**src/rtl/lfsr_timeout_ctrl.sv**
```systemverilog
// ---------------------------------------------------------------------------
// lfsr_timeout_ctrl
//
// Control stage in front of a 4-bit LFSR expiry counter. A timeout request
// is accepted on a valid/ready handshake. The accepted seed is preset into
// the counter for one LOAD cycle. The block then counts ctr_expired events
// until the requested number of expirations is reached, and signals
// completion with a one-cycle done pulse. In periodic mode the counter is
// re-preset after every completion until the timeout is aborted.
//
// Ports:
//   clk             single clock, rising edge
//   resetb          asynchronous active-low reset
//   req_valid       request present
//   req_ready       request can be accepted (IDLE only)
//   req_seed        seed to preset into the counter
//   req_reps        expirations to wait for (0 behaves as 1)
//   req_periodic    re-arm automatically after each completion
//   abort           cancel an active timeout (ignored in IDLE)
//   new_cntr_preset preset strobe to the counter (high during LOAD)
//   seed            seed to the counter; holds the last accepted seed
//   ctr_expired     expiry flag from the counter
//   busy            timeout active (LOAD or RUN)
//   done            one-cycle completion pulse
//   aborted         one-cycle pulse when an active timeout is cancelled
//   exp_cnt         expirations counted in the current run
// ---------------------------------------------------------------------------
module lfsr_timeout_ctrl #(
  parameter int unsigned REP_W = 4
) (
  input  logic             clk,
  input  logic             resetb,
  input  logic             req_valid,
  output logic             req_ready,
  input  logic [3:0]       req_seed,
  input  logic [REP_W-1:0] req_reps,
  input  logic             req_periodic,
  input  logic             abort,
  output logic             new_cntr_preset,
  output logic [3:0]       seed,
  input  logic             ctr_expired,
  output logic             busy,
  output logic             done,
  output logic             aborted,
  output logic [REP_W-1:0] exp_cnt
);

  typedef enum logic [1:0] {
    ST_IDLE,
    ST_LOAD,
    ST_RUN
  } state_e;

  state_e           state_q, state_d;
  logic [3:0]       seed_q, seed_d;
  logic [REP_W-1:0] target_q, target_d;
  logic             periodic_q, periodic_d;
  logic [REP_W-1:0] cnt_q, cnt_d;
  logic             preset_q, preset_d;
  logic             done_q, done_d;
  logic             aborted_q, aborted_d;

  logic [REP_W-1:0] cnt_inc;

  assign cnt_inc = cnt_q + REP_W'(1);

  always_comb begin
    // NOTE: every next-state value gets a default before the case statement,
    // so no path leaves a variable unassigned and no latch is inferred.
    state_d    = state_q;
    seed_d     = seed_q;
    target_d   = target_q;
    periodic_d = periodic_q;
    cnt_d      = cnt_q;
    preset_d   = 1'b0;
    done_d     = 1'b0;
    aborted_d  = 1'b0;

    unique case (state_q)
      ST_IDLE: begin
        // abort has no meaning here; a simultaneous request is still taken.
        if (req_valid) begin
          seed_d     = req_seed;
          target_d   = (req_reps == '0) ? REP_W'(1) : req_reps;
          periodic_d = req_periodic;
          cnt_d      = '0;
          preset_d   = 1'b1;
          state_d    = ST_LOAD;
        end
      end

      ST_LOAD: begin
        // The counter still holds its old value this cycle, so its expiry
        // flag is not meaningful and is ignored.
        if (abort) begin
          aborted_d  = 1'b1;
          periodic_d = 1'b0;
          state_d    = ST_IDLE;
        end else begin
          state_d = ST_RUN;
        end
      end

      ST_RUN: begin
        // abort wins over a completing expiry: no done, count unchanged.
        if (abort) begin
          aborted_d  = 1'b1;
          periodic_d = 1'b0;
          state_d    = ST_IDLE;
        end else if (ctr_expired && (cnt_q != target_q)) begin
          if (cnt_inc == target_q) begin
            done_d = 1'b1;
            if (periodic_q) begin
              cnt_d    = '0;
              preset_d = 1'b1;
              state_d  = ST_LOAD;
            end else begin
              cnt_d   = cnt_inc;
              state_d = ST_IDLE;
            end
          end else begin
            cnt_d = cnt_inc;
          end
        end
      end

      default: state_d = ST_IDLE;
    endcase
  end

  // NOTE: sequential state uses non-blocking assignments so every register
  // samples the pre-edge values regardless of statement order.
  always_ff @(posedge clk or negedge resetb) begin
    if (!resetb) begin
      state_q    <= ST_IDLE;
      seed_q     <= 4'hF;
      target_q   <= '0;
      periodic_q <= 1'b0;
      cnt_q      <= '0;
      preset_q   <= 1'b0;
      done_q     <= 1'b0;
      aborted_q  <= 1'b0;
    end else begin
      state_q    <= state_d;
      seed_q     <= seed_d;
      target_q   <= target_d;
      periodic_q <= periodic_d;
      cnt_q      <= cnt_d;
      preset_q   <= preset_d;
      done_q     <= done_d;
      aborted_q  <= aborted_d;
    end
  end

  assign req_ready       = (state_q == ST_IDLE);
  assign busy            = (state_q != ST_IDLE);
  assign new_cntr_preset = preset_q;
  assign seed            = seed_q;
  assign done            = done_q;
  assign aborted         = aborted_q;
  assign exp_cnt         = cnt_q;

endmodule

```
**config.mk**
```make
export PLATFORM = sky130hd
export DESIGN_NAME = lfsr_timeout_ctrl
export DESIGN_NICKNAME = d
export VERILOG_FILES = /design/src/rtl/lfsr_timeout_ctrl.sv
export SDC_FILE = /design/constraint.sdc
export NUM_CORES = 1
export LEC_CHECK = 0
export BUFFER_PORTS_ARGS = -buffer_cell sky130_fd_sc_hd__buf_4
export CAP_MARGIN = 20
export CORE_ASPECT_RATIO = 1.1
export CORE_MARGIN = 4
export CORE_UTILIZATION = 54
export DETAILED_ROUTE_END_ITERATION = 12
export PLACE_DENSITY = 0.87
export SYNTH_ARGS = -nofsm -noshare
export SYNTH_HDL_FRONTEND = slang
export SYNTH_SLANG_ARGS = --single-unit
```
**constraint.sdc**
```tcl
create_clock -name clk -period 4.7 [get_ports clk]
set_input_delay 1.175 -clock clk [delete_from_list [all_inputs] [get_ports clk]]
set_output_delay 1.175 -clock clk [all_outputs]
set_load 0.05 [all_outputs]
```
==> parameters.txt <==
Parameter                              Value

Global route
  Via count of the first global-routing pass    778
  Overall track demand over capacity in global routing    16.3%
  Antenna violations before repair    0
  Pin count of the biggest net entering global routing    19
  Global-route wire length before repair    3350 um
  Total congestion overflow after global routing    0

STA
  Setup-violating endpoint count in the final report    0
  RSZ-0062 raised after global routing    no
  Number of pins exceeding their max-slew limit in the final report    0
  Worst hold margin    536 ps
  Setup total negative slack    0 ps
  Final min period    2590 ps
  Final worst-path cycle share    55.0%
  Final worst-path setup slack    2110 ps
  Max Freq    387 MHz
  Worst Skew    0.853 ps
  Slew Limit Headroom    70.3%
  Final hold viol count    0
  Worst Max-Slew Pin Slew    444 ps

Setup path
  Critical path capture point type    output port
  Number of cell instances on the worst register-to-register path    6
  Worst setup SP type    register
  Worst Path Max Fanout    6
  Kind of critical path    reg2out
  R2R Setup Slk    2690 ps
  R2r startpoint    exp_cnt[0]$_DFFE_PN0P_
  Data arrival time of the critical path    1410 ps
  End of the worst register-to-register path    state_q[1]$_DFFE_PN0P_
  Data required time of the worst path    3520 ps

Clock tree
  Level count of the clock H-tree    1
  Maximum clock path buffer count    2
  Clock Sink Count    18
  CTS tree    yes
  Quantity of hold-fixing buffers added after cts    0
  Cell at the root of the clock tree    clkbuf_4
  Skew-Pair Late Insertion Delay    290 ps
  Number of buffers created by CTS    3
  Number of buffers added for setup after CTS    0
  Post-CTS Resized    0
  Clock transition at path regs    100 ps

Placed design
  IO Port Bufs    26
  RePlAce Congestion    0.770
  Placement Setup Slack    2280 ps
  Number of instances in the placed design    127
  Sum of net half-perimeters after detailed placement    1440 um
  Instance area after placement    0.00119 mm^2

Detailed routing
  DRT iter0 DRCs    13
  Wire length after detailed routing    1860 um
  Average detailed-routed wire length per instance    14.2 um
  Via density    5.59
  Pre-Repair DR Iteration Count    4
  Antenna-violating nets left    0
  Via count of the routed design    732
  Remaining design rule violation count    0

Yosys
  Number of register bits inferred by synthesis    18
  Most instantiated flip-flop cell in the synthesis netlist    dfrtp_1
  Mapped Area    975 um^2
  Number of nets produced by synthesis    104
  Top cells by count, synth    dfrtp_1 (14), inv_1 (8), mux2_2 (7), nand2_1 (7)
  Yosys warns    0
  Count of cell types in the netlist    33
  Synth top area cells    dfrtp_1 (36%), dfstp_2 (11%), mux2_2 (8.1%)
  Fraction of the yosys area taken by sequential cells    46.7%
  Portion of synthesized cell area occupied by the leading cell type    35.9%
  Top cell type by total area after synthesis    dfrtp_1
  Number of flops mapped to enable cells by yosys    0
  Synthesized area per cell    11.5 um^2
  Fraction of registers with async set/reset    100%
  Post-synthesis instance total    85
  Most repeated cell in the gate-level netlist after synthesis    dfrtp_1

Final layout
  Layout cells sized above 1    40.4%
  Non-filler instance count after layout    131
  Area growth from synthesis to layout    25.5%
  Fill cell total of the finished layout    111
  Count of antenna diodes in the layout    0
  Summed area of non-filler cells in the final layout    0.00122 mm^2
  Final net count    134
  Core Util, Final    74.9%

Power and ir drop
  Peak supply drop    0.000484 V
  Leakage    0.587 nW
  Power per unit of standard cell area    693 mW/mm^2
  Total power consumption of the routed design    0.849 mW

Hold path
  Worst Hold Path EP    target_q[3]$_DFFE_PN0P_
  Worst Hold Launch    target_q[3]$_DFFE_PN0P_
  Min-Delay Path Depth    1
  Class of the most critical hold timing path    reg2reg

Floorplan
  Full die area    0.00255 mm^2
  Core area    0.00163 mm^2
  Num ports    27
  Die X    48.5 um
  Die height    52.6 um
  Site Rows    15
  Starting density of the core    59.7%

Run status
  Outcome    complete, no violations

Flow run
  # Max-Cap Violations    0
worst max path at each step:
stage | end | from | cells after the start
2_1_floorplan | busy | state_q[0]$_DFFE_PN0P_ | 3
4_1_cts | busy | state_q[0]$_DFFE_PN0P_ | 4
5_1_grt | busy | state_q[0]$_DFFE_PN0P_ | 4
3_3_place_gp | exp_cnt[2]$_DFFE_PN0P_ | req_valid | 5
6_report | busy | state_q[0]$_DFFE_PN0P_ | 4
3_5_place_dp | exp_cnt[2]$_DFFE_PN0P_ | req_valid | 5
logic make-up after synthesis:
| group | count (synthesis) | share of synthesized area, % |
|---|---|---|
| buffers and inverters | 9 | 3.47 |
| flip-flops | 18 | 46.7 |
| adder cells (fa/ha/maj) | 5 | 6.42 |
| AO/OA/AOI/OAI | 17 | 14.4 |
| multiplexers | 9 | 10.1 |
| AND/OR/NAND/NOR | 20 | 11.2 |
| XOR/XNOR | 7 | 7.70 |
power breakdown:
part	internal, mW	total [mW]	leakage [nW]	switching [mW]
registers	0.226	0.271	0.223	0.0450
logic	0.183	0.482	0.343	0.299
clock network	0.0472	0.0954	0.0210	0.0482
worst max-delay path: stages (launching register included):
cell and delay [ps]:
dfrtp_1 420, inv_1 110, ha_1 270, inv_1 120, buf_4 200
state kept, by name (all words and copies together), names as in the netlist:
register / cells
aborted: 1
periodic_q: 1
new_cntr_preset: 1
target_q: 4
seed: 4
done: 1
state_q: 2
exp_cnt: 4
layer usage:
metal	track usage, %	vias up	routed length [um]
met2	29.3	21	949
met1	20.0	354	779
li1	-	355	-
met5	0	-	0
met3	2.28	2	117
met4	5.38	0	12
cell type report:
cell class	instances	area [um^2]	share of cell area, %
Multi-Input combinational cell	58	485	39.7
Sequential cell	18	455	37.2
Timing Repair Buffer	26	195	16.0
Clock buffer	4	36.3	2.97
Inverter	8	30.0	2.45
Tap cell	17	21.3	1.74
layout by cell type (no fill, tap or decap), types with 2 or more instances in the layout:
cell | Yosys | routed
mux2_2 | 7 | 7
nand3_1 | 3 | 3
xor2_1 | 5 | 5
clkbuf_4 | 0 | 3
inv_1 | 8 | 8
nor3_1 | 2 | 2
o21ai_0 | 4 | 4
nor2_1 | 2 | 2
dfstp_2 | 4 | 4
buf_4 | 0 | 26
ha_1 | 5 | 5
dfrtp_1 | 14 | 14
nand2_1 | 7 | 7
mux2i_1 | 2 | 2
nor2b_1 | 2 | 2
No activity file was read; power rests on OpenSTA's default activity.
